--- config.mk ---
export PLATFORM = sky130hd
export DESIGN_NAME = ebc_readout_sequencer
export DESIGN_NICKNAME = d
export VERILOG_FILES = /design/src/rtl/ebc_readout_sequencer.sv
export SDC_FILE = /design/constraint.sdc
export NUM_CORES = 1
export LEC_CHECK = 0
export ABC_CLOCK_PERIOD_IN_PS = 2340
export CORE_MARGIN = 2
export CORE_UTILIZATION = 28
export CTS_BUF_LIST = sky130_fd_sc_hd__clkbuf_4 sky130_fd_sc_hd__clkbuf_8 sky130_fd_sc_hd__clkbuf_16
export DETAILED_ROUTE_END_ITERATION = 8
export PLACE_DENSITY_LB_ADDON = 0.05
export SETUP_SLACK_MARGIN = 0.02
export SLEW_MARGIN = 30
export SYNTH_ARGS = -nofsm -noshare
export SYNTH_HDL_FRONTEND = slang
export SYNTH_SLANG_ARGS = --single-unit
--- constraint.sdc ---
create_clock -name clk -period 2.34 [get_ports clk]
set_input_delay 0.234 -clock clk [delete_from_list [all_inputs] [get_ports clk]]
set_output_delay 0.234 -clock clk [all_outputs]
set_load 0.1 [all_outputs]
--- src/rtl/ebc_readout_sequencer.sv ---
// Address-event readout sequencer for top_arb: gates the arbiter, captures one-hot
// row/column grants with a timestamp, acknowledges the pixel and queues events.
module ebc_readout_sequencer #(
    parameter int ROWS        = 4,
    parameter int COLS        = 4,
    parameter int TS_WIDTH    = 16,
    parameter int FIFO_DEPTH  = 4,
    parameter int CLR_TIMEOUT = 15,
    localparam int RW   = (ROWS > 1) ? $clog2(ROWS) : 1,
    localparam int CW   = (COLS > 1) ? $clog2(COLS) : 1,
    localparam int EW   = TS_WIDTH + RW + CW,
    localparam int CNTW = $clog2(FIFO_DEPTH) + 1
) (
    input  logic                      clk,
    input  logic                      reset,
    input  logic                      enable,
    input  logic [ROWS-1:0][COLS-1:0] req_i,
    input  logic [ROWS-1:0]           x_gnt_i,
    input  logic [COLS-1:0]           y_gnt_i,
    output logic                      arb_en_o,
    output logic [ROWS-1:0][COLS-1:0] ack_o,
    output logic                      evt_valid_o,
    input  logic                      evt_ready_i,
    output logic [EW-1:0]             evt_data_o,
    output logic [CNTW-1:0]           fifo_cnt_o,
    output logic                      err_o
);

    localparam int PW  = $clog2(FIFO_DEPTH);
    localparam int TOW = $clog2(CLR_TIMEOUT + 1);
    localparam logic [CNTW-1:0] FULL_CNT = CNTW'(FIFO_DEPTH);
    localparam logic [TOW-1:0]  TO_LAST  = TOW'(CLR_TIMEOUT - 1);

    typedef enum logic [1:0] {
        IDLE     = 2'd0,
        ACK      = 2'd1,
        WAIT_CLR = 2'd2
    } state_t;

    state_t              state_q, state_d;
    logic [TS_WIDTH-1:0] ts_q;
    logic [TS_WIDTH-1:0] ts_cap_q;
    logic [RW-1:0]       row_q, row_idx;
    logic [CW-1:0]       col_q, col_idx;
    logic [TOW-1:0]      wait_q;
    logic                err_q;

    logic [EW-1:0]       mem [FIFO_DEPTH];
    logic [PW-1:0]       wr_ptr_q, rd_ptr_q;
    logic [CNTW-1:0]     cnt_q;

    logic x_onehot, y_onehot, grant_ok, grant_bad;
    logic capture, grant_err, clr_timeout;
    logic fifo_full, push, pop, req_hit;

    // A grant is usable only when both axes select exactly one line.
    assign x_onehot  = (x_gnt_i != '0) && ((x_gnt_i & (x_gnt_i - ROWS'(1))) == '0);
    assign y_onehot  = (y_gnt_i != '0) && ((y_gnt_i & (y_gnt_i - COLS'(1))) == '0);
    assign grant_ok  = x_onehot && y_onehot;
    assign grant_bad = ((x_gnt_i != '0) && !x_onehot) || ((y_gnt_i != '0) && !y_onehot);

    always_comb begin
        row_idx = '0;
        for (int i = 0; i < ROWS; i++) begin
            if (x_gnt_i[i]) row_idx = RW'(i);
        end
    end

    always_comb begin
        col_idx = '0;
        for (int j = 0; j < COLS; j++) begin
            if (y_gnt_i[j]) col_idx = CW'(j);
        end
    end

    assign fifo_full   = (cnt_q == FULL_CNT);
    assign evt_valid_o = (cnt_q != '0);
    assign pop         = evt_valid_o && evt_ready_i;
    assign push        = (state_q == ACK) && !fifo_full;
    assign req_hit     = req_i[row_q][col_q];

    // A pop in the same cycle makes room, so a full FIFO does not stall the arbiter.
    assign arb_en_o = reset && (state_q == IDLE) && enable && (!fifo_full || pop);

    // NOTE: every variable driven here gets a default first so no latch is inferred.
    always_comb begin
        state_d     = state_q;
        capture     = 1'b0;
        grant_err   = 1'b0;
        clr_timeout = 1'b0;
        case (state_q)
            IDLE: begin
                if (arb_en_o) begin
                    if (grant_ok) begin
                        capture = 1'b1;
                        state_d = ACK;
                    end else if (grant_bad) begin
                        grant_err = 1'b1;
                    end
                end
            end
            ACK: state_d = WAIT_CLR;
            WAIT_CLR: begin
                if (!req_hit) begin
                    state_d = IDLE;
                end else if (wait_q == TO_LAST) begin
                    clr_timeout = 1'b1;
                    state_d     = IDLE;
                end
            end
            default: state_d = IDLE;
        endcase
    end

    always_comb begin
        ack_o = '0;
        if (state_q != IDLE) ack_o[row_q][col_q] = 1'b1;
    end

    // NOTE: sequential state uses non-blocking assignments so every register
    // samples the pre-edge values of the others.
    always_ff @(posedge clk or negedge reset) begin
        if (!reset) begin
            state_q <= IDLE;
            ts_q    <= '0;
            err_q   <= 1'b0;
        end else begin
            state_q <= state_d;
            ts_q    <= ts_q + TS_WIDTH'(1);
            if (grant_err || clr_timeout) err_q <= 1'b1;
        end
    end

    always_ff @(posedge clk or negedge reset) begin
        if (!reset) begin
            row_q    <= '0;
            col_q    <= '0;
            ts_cap_q <= '0;
        end else if (capture) begin
            row_q    <= row_idx;
            col_q    <= col_idx;
            ts_cap_q <= ts_q;
        end
    end

    always_ff @(posedge clk or negedge reset) begin
        if (!reset) begin
            wait_q <= '0;
        end else if (state_q == ACK) begin
            wait_q <= '0;
        end else if (state_q == WAIT_CLR) begin
            wait_q <= wait_q + TOW'(1);
        end
    end

    // NOTE: the storage array has no reset; emptiness is carried by the count,
    // and the output is gated so stale contents are never visible.
    always_ff @(posedge clk) begin
        if (push) mem[wr_ptr_q] <= {ts_cap_q, row_q, col_q};
    end

    always_ff @(posedge clk or negedge reset) begin
        if (!reset) begin
            wr_ptr_q <= '0;
            rd_ptr_q <= '0;
            cnt_q    <= '0;
        end else begin
            if (push) wr_ptr_q <= wr_ptr_q + PW'(1);
            if (pop)  rd_ptr_q <= rd_ptr_q + PW'(1);
            case ({push, pop})
                2'b10:   cnt_q <= cnt_q + CNTW'(1);
                2'b01:   cnt_q <= cnt_q - CNTW'(1);
                default: cnt_q <= cnt_q;
            endcase
        end
    end

    assign evt_data_o = evt_valid_o ? mem[rd_ptr_q] : '0;
    assign fifo_cnt_o = cnt_q;
    assign err_o      = err_q;

endmodule

==> results of run 1 <==
cells in the final DEF, fill, tap and decap left out, types with 3 or more instances in the layout:
master,instances
inv_6,3
and2_1,13
clkinv_4,3
clkbuf_16,17
mux4_2,20
o21ai_0,10
mux2_4,8
xor2_1,6
buf_12,39
dfrtp_4,3
nand3_1,11
edfxtp_1,80
a21oi_1,5
mux2_2,18
nor2_2,8
nand2_1,18
and3_1,9
nor4_1,3
clkinv_2,3
ha_1,10
xnor2_1,14
dfrtp_1,47
a211oi_1,4
and2_2,8
inv_1,15
clkdlybuf4s50_1,26
buf_4,20
nor2_4,8
nor2_1,10
o22ai_1,6
how the worst max path moves through the flow:
stage | start | to | slack, ns | cells past startpoint
floorplan | state_q[0] | ack_o[1] | -0.33 | 4
global placement | fifo_cnt_o[0] | fifo_cnt_o[2] | 0.14 | 9
detailed placement | fifo_cnt_o[0] | fifo_cnt_o[2] | 0.09 | 9
CTS | state_q[0] | ack_o[7] | 0.04 | 6
global route | state_q[1] | ack_o[5] | 0.02 | 6
finish | state_q[1] | ack_o[5] | 0.11 | 6
cell type report:
| class | count | area (sq um) | share of cell area (%) |
|---|---|---|---|
| Sequential cell | 130 | 3665 | 47.08 |
| Inverter | 16 | 60.06 | 0.7716 |
| Timing Repair Buffer | 86 | 1196 | 15.37 |
| Clock inverter | 14 | 153.9 | 1.977 |
| Clock buffer | 18 | 439.2 | 5.642 |
| Tap cell | 265 | 331.6 | 4.260 |
| Multi-Input combinational cell | 209 | 1938 | 24.90 |
per-stage QoR:
| stage | instance area (sq um) | setup WS, ns |
|---|---|---|
| 2_1_floorplan | 5672 | -0.3269 |
| 3_3_place_gp | 7116 | 0.1378 |
| 3_5_place_dp | 7116 | 0.09236 |
| 4_1_cts | 7731 | 0.03611 |
| 5_1_grt | 7784 | 0.01684 |
| 6_report | 7784 | 0.1073 |
worst max-delay path, cell delays in order (launching register included):
cell	delay [ns]
dfrtp_1	0.36
inv_1	0.09
ha_2	0.19
buf_4	0.16
or3b_4	0.45
nor2_4	0.16
buf_12	0.19
state kept, by name, summed over array words and instances, names as in the netlist, 3 cells and up:
name	count
fifo_cnt_o	3
mem	80
ts_q	16
ts_cap_q	16
wait_q	4
per-layer routing:
layer	up-vias	global-route usage, %
met4	0	4.706
li1	1545	-
met2	57	19.10
met5	-	0
met3	10	3.711
met1	1550	15.16
kinds of logic (layout without fill, tap and decap cells):
group           after synthesis  in the layout  synth area share (%)
simple gates                102            102                 9.556
compound gates               28             28                 3.208
buf+inv                      28            134                 2.221
flops                       130            130                 65.50
mux                          46             46                 13.32
fa+ha+maj                    13             13                 3.051
xor+xnor                     20             20                 3.140
what timing repair did:
item	CTS	global route
setup endpoints to repair	8	16
buffers inserted	0	2
pin swaps	0	5
gates resized for setup	7	9
==> impl_metrics.env, run 1 <==
export IMPL_cp_arrival_ns=2.00
export IMPL_port_buffers=69
export IMPL_fill_cells=1867
export IMPL_area_growth_pct=39.55
export IMPL_fin_nets=501
export IMPL_synthFlopType="edfxtp_1"
export IMPL_dr_wl_met2_mm=5.667
export IMPL_drive_gt1_share_pct=37.42
export IMPL_root_buffer="clkbuf_16"
export IMPL_wl_mm=11.75
export IMPL_cts_buffers=17
export IMPL_dieArea_sq_um=21070
export IMPL_ys_seq_area_share_pct=65.50
export IMPL_hold_viol_final=45
export IMPL_setup_viol_count_final=0
export IMPL_outcome="complete, but fails checks"
export IMPL_post_route_drc_count=0
export IMPL_syn_num_nets=408
export IMPL_synth_most_common_cell="edfxtp_1"
export IMPL_postCtsHoldBufs=0
export IMPL_routabilityCongestion=0.7062
export IMPL_violations="negative hold slack"
export IMPL_grt_pass1_vias=3390
export IMPL_max_slew_margin_pct=55.78
export IMPL_overflow=0
export IMPL_wl_per_cell_um=15.92
export IMPL_ys_async_sr_fraction_pct=38.46
export IMPL_worst_slew_pin_slew_ns=0.6632
export IMPL_dp_hpwl_mm=7.694
export IMPL_antennaDiodeCount=0
export IMPL_cts_buffer_depth=2
export IMPL_r2r_cells=9
export IMPL_grt_max_degree=51
export IMPL_synthCells=367
export IMPL_first_iter_violations=129
export IMPL_synthesis_area_sq_um=5578
export IMPL_cts_sinks=130
export IMPL_ant_nets=0
export IMPL_drv_cap=0
export IMPL_synth_cell_types=35
export IMPL_worst_hold_path_type="input pin to asynchronous set/reset pin"
export IMPL_synth_edff_count=80
export IMPL_place_inst=704
export IMPL_met1_length_mm=5.474
export IMPL_endpoint_kind="output pin"
export IMPL_rsz0062_at_grt="no"
export IMPL_antenna_found_initial=0
export IMPL_dr_pass1_iters=7
export IMPL_fin_util_pct=39.86
export IMPL_maxUsedRoutingLayer="met4"
export IMPL_setup_worst_path_class="flop to output pin"
export IMPL_fmax_mhz=447.9
export IMPL_required_ns=2.11
export IMPL_fin_crit_sh_pct=95.41
export IMPL_synth_seq_cells=130
export IMPL_yosysWarningCount=0
export IMPL_rr_startpoint="fifo_cnt_o[1]"
export IMPL_drt_vias_per_instance=4.285
export IMPL_avgSynthCellArea_sq_um=15.20
export IMPL_fin_cells=738
export IMPL_grtUsageTotal_pct=11.94
export IMPL_die_width_um=145.1
export IMPL_reg2reg_to="fifo_cnt_o[2]"
export IMPL_rows=51
export IMPL_setup_tns_ns=0
export IMPL_initial_core_util_pct=28.57
export IMPL_wl_met3_um=461
export IMPL_yosysTopAreaCell="edfxtp_1"
export IMPL_start_kind="flop"
export IMPL_synth_top_area_share_pct=43.07
export IMPL_slew_violations=0
export IMPL_clock_latency_ns=0.41
export IMPL_worst_path_max_fanout=5
export IMPL_fin_skew_ns=0.005842
export IMPL_via_count=3162
export IMPL_synth_top_cells_by_area="edfxtp_1 (43%), dfrtp_1 (22%), mux4_2 (8.1%), mux2_2 (5.2%), ha_1 (2.7%)"
export IMPL_cts_tree="yes"
export IMPL_holdWs_ns=-0.02669
export IMPL_grt_pass1_wl_mm=18.91
export IMPL_core_area_sq_um=19530
export IMPL_io_pins=70
export IMPL_period_minus_slack_ns=2.233
export IMPL_r2r_slack_ns=0.16
export IMPL_synth_commonest_cells="edfxtp_1 (80), dfrtp_1 (50), mux2_2 (26), nor2_1 (26), and2_1 (22)"
export IMPL_cts_clk_slew_worst_paths_ns=0.06
export IMPL_die_h_um=145.1
export IMPL_htreeDepth=4
Power of run 1 is left out: the tool's default activity adds up to more than one toggle a clock period on the data nets, which glitch-free logic cannot reach.
==> run 2, diff against run 1 <==
Settings changed: ABC_CLOCK_PERIOD_IN_PS 2340 to 2380, CTS_BUF_LIST sky130_fd_sc_hd__clkbuf_4 sky130_fd_sc_hd__clkbuf_8 sky130_fd_sc_hd__clkbuf_16 to not set.
Clock period 2.34 ns to 2.38 ns, I/O delays scaled along.
==> run 2 against run 1 <==
The run now ends clean. Critical path type is now flop to flop. Core utilization about the same. Sequential cell count unchanged. Clock skew increased by 0.0037 ns. Worst hold slack improved by 0.52 ns. Design area about the same. Via count increased by 2.9%. Register-to-register slack about the same.
==> impl_metrics.env, run 2 (synthesis gave the netlist of run 1 again) <==
export IMPL_wl_mm=12.02
export IMPL_post_route_drc_count=0
export IMPL_holdWs_ns=0.4961
export IMPL_routabilityCongestion=0.7073
export IMPL_initial_core_util_pct=28.57
export IMPL_die_width_um=145.1
export IMPL_cts_buffer_depth=2
export IMPL_period_minus_slack_ns=2.231
export IMPL_fin_crit_sh_pct=93.75
export IMPL_fin_util_pct=39.83
export IMPL_first_iter_violations=110
export IMPL_grtUsageTotal_pct=12.28
export IMPL_rr_startpoint="fifo_cnt_o[1]"
export IMPL_htreeDepth=4
export IMPL_die_h_um=145.1
export IMPL_root_buffer="clkbuf_16"
export IMPL_worst_hold_path_type="flop to flop"
export IMPL_rsz0062_at_grt="no"
export IMPL_core_area_sq_um=19530
export IMPL_slew_violations=0
export IMPL_grt_pass1_vias=3493
export IMPL_port_buffers=69
export IMPL_whs_endpoint="ts_q[11]"
export IMPL_hold_viol_final=0
export IMPL_grt_pass1_wl_mm=19.68
export IMPL_max_slew_margin_pct=56.07
export IMPL_drt_vias_per_instance=4.409
export IMPL_outcome="finished clean"
export IMPL_dp_hpwl_mm=7.907
export IMPL_worst_path_max_fanout=4
export IMPL_holdCritStartpoint="ts_q[11]"
export IMPL_cts_buffers=17
export IMPL_whs_path_depth=1
export IMPL_worst_slew_pin_slew_ns=0.6590
export IMPL_place_inst=702
export IMPL_fin_skew_ns=0.009517
export IMPL_dieArea_sq_um=21070
export IMPL_dr_pass1_iters=4
export IMPL_area_growth_pct=39.43
export IMPL_largest_reg_flops=80
export IMPL_via_count=3254
export IMPL_setup_viol_count_final=0
export IMPL_drive_gt1_share_pct=36.36
export IMPL_cts_sinks=130
export IMPL_fin_cells=738
export IMPL_drv_cap=0
export IMPL_wl_per_cell_um=16.29
export IMPL_final_common_cell="edfxtp_1"
export IMPL_cts_tree="yes"
export IMPL_setup_worst_path_class="flop to flop"
export IMPL_cp_arrival_ns=2.56
export IMPL_grt_max_degree=51
export IMPL_required_ns=2.71
export IMPL_ant_nets=0
export IMPL_clock_latency_ns=0.41
export IMPL_endpoint_kind="flop"
export IMPL_most_common_layout_cells="edfxtp_1 (80), dfrtp_1 (46), buf_12 (39)"
export IMPL_r2r_slack_ns=0.15
export IMPL_antennaDiodeCount=0
export IMPL_rows=51
export IMPL_antenna_found_initial=0
export IMPL_reg2reg_to="fifo_cnt_o[2]"
export IMPL_largest_register="mem"
export IMPL_fin_nets=501
export IMPL_start_kind="flop"
export IMPL_overflow=0
export IMPL_io_pins=70
export IMPL_largestRegisters="mem x80, ts_cap_q x16, ts_q x16"
export IMPL_cts_clk_slew_worst_paths_ns=0.06
export IMPL_r2r_cells=9
export IMPL_fmax_mhz=448.2
## run 2: cell count changes in the layout (fill, tap and decap cells not counted), moves of 3 or more
cell / change
mux2_4: -8
mux2_2: +8
bufinv_16: +3
nor2_2: +7
nor2_4: -8
inv_6: -3
## run 2: how the worst max path moves through the flow
stage	from	end	slack, ns	cells past startpoint
3_5_place_dp	fifo_cnt_o[0]	fifo_cnt_o[2]	0.09	9
3_3_place_gp	fifo_cnt_o[0]	fifo_cnt_o[2]	0.15	9
2_1_floorplan	state_q[0]	ack_o[1]	-0.29	4
6_report	fifo_cnt_o[1]	fifo_cnt_o[2]	0.15	9
4_1_cts	state_q[0]	ack_o[3]	-0.02	5
5_1_grt	fifo_cnt_o[1]	fifo_cnt_o[2]	0.02	9
## run 2: per-layer routing
| metal | vias up | GRT usage, % | part of all wire (%) |
|---|---|---|---|
| li1 | 1546 | - | - |
| met5 | - | 0 | 0 |
| met2 | 72 | 19.81 | 48 |
| met1 | 1625 | 15.31 | 45 |
| met4 | 0 | 4.412 | 1.4 |
| met3 | 11 | 4.308 | 5.3 |
## run 2: stage by stage
stage          area [sq um]  TNS (ns)  setup WS (ns)
2_1_floorplan          5630    -1.458        -0.2909
3_3_place_gp           7063         0         0.1475
3_5_place_dp           7063         0        0.09386
4_1_cts                7735  -0.03301       -0.01656
5_1_grt                7777         0        0.01955
6_report               7777         0         0.1488
## run 2: area by class of cell
cell class	count	area (sq um)
clock buffer	19	452.9
tap	265	331.6
inverter	16	60.06
clock inverter	13	207.7
sequential	130	3666
timing repair buffer	86	1199
multi-input combinational	209	1861
fill	1871	11750
## run 2: repair_timing
action                                  in CTS  in global routing
endpoints found under the setup margin       6                  9
hold endpoints to repair                    12                  0
resized for setup                            1                  7
pin swaps                                    0                  4
hold buffers                                 1                  0
buffers inserted                             0                  3
## run 2: critical path: stages, from the launching register on
cell     delay (ns)
dfrtp_4        0.49
or3b_4         0.42
and2_4         0.16
inv_1          0.05
ha_2           0.18
inv_1          0.05
fa_1           0.37
xor2_1         0.15
nor2_1         0.12
xor2_1         0.16
Power of run 2 is left out for the same reason.
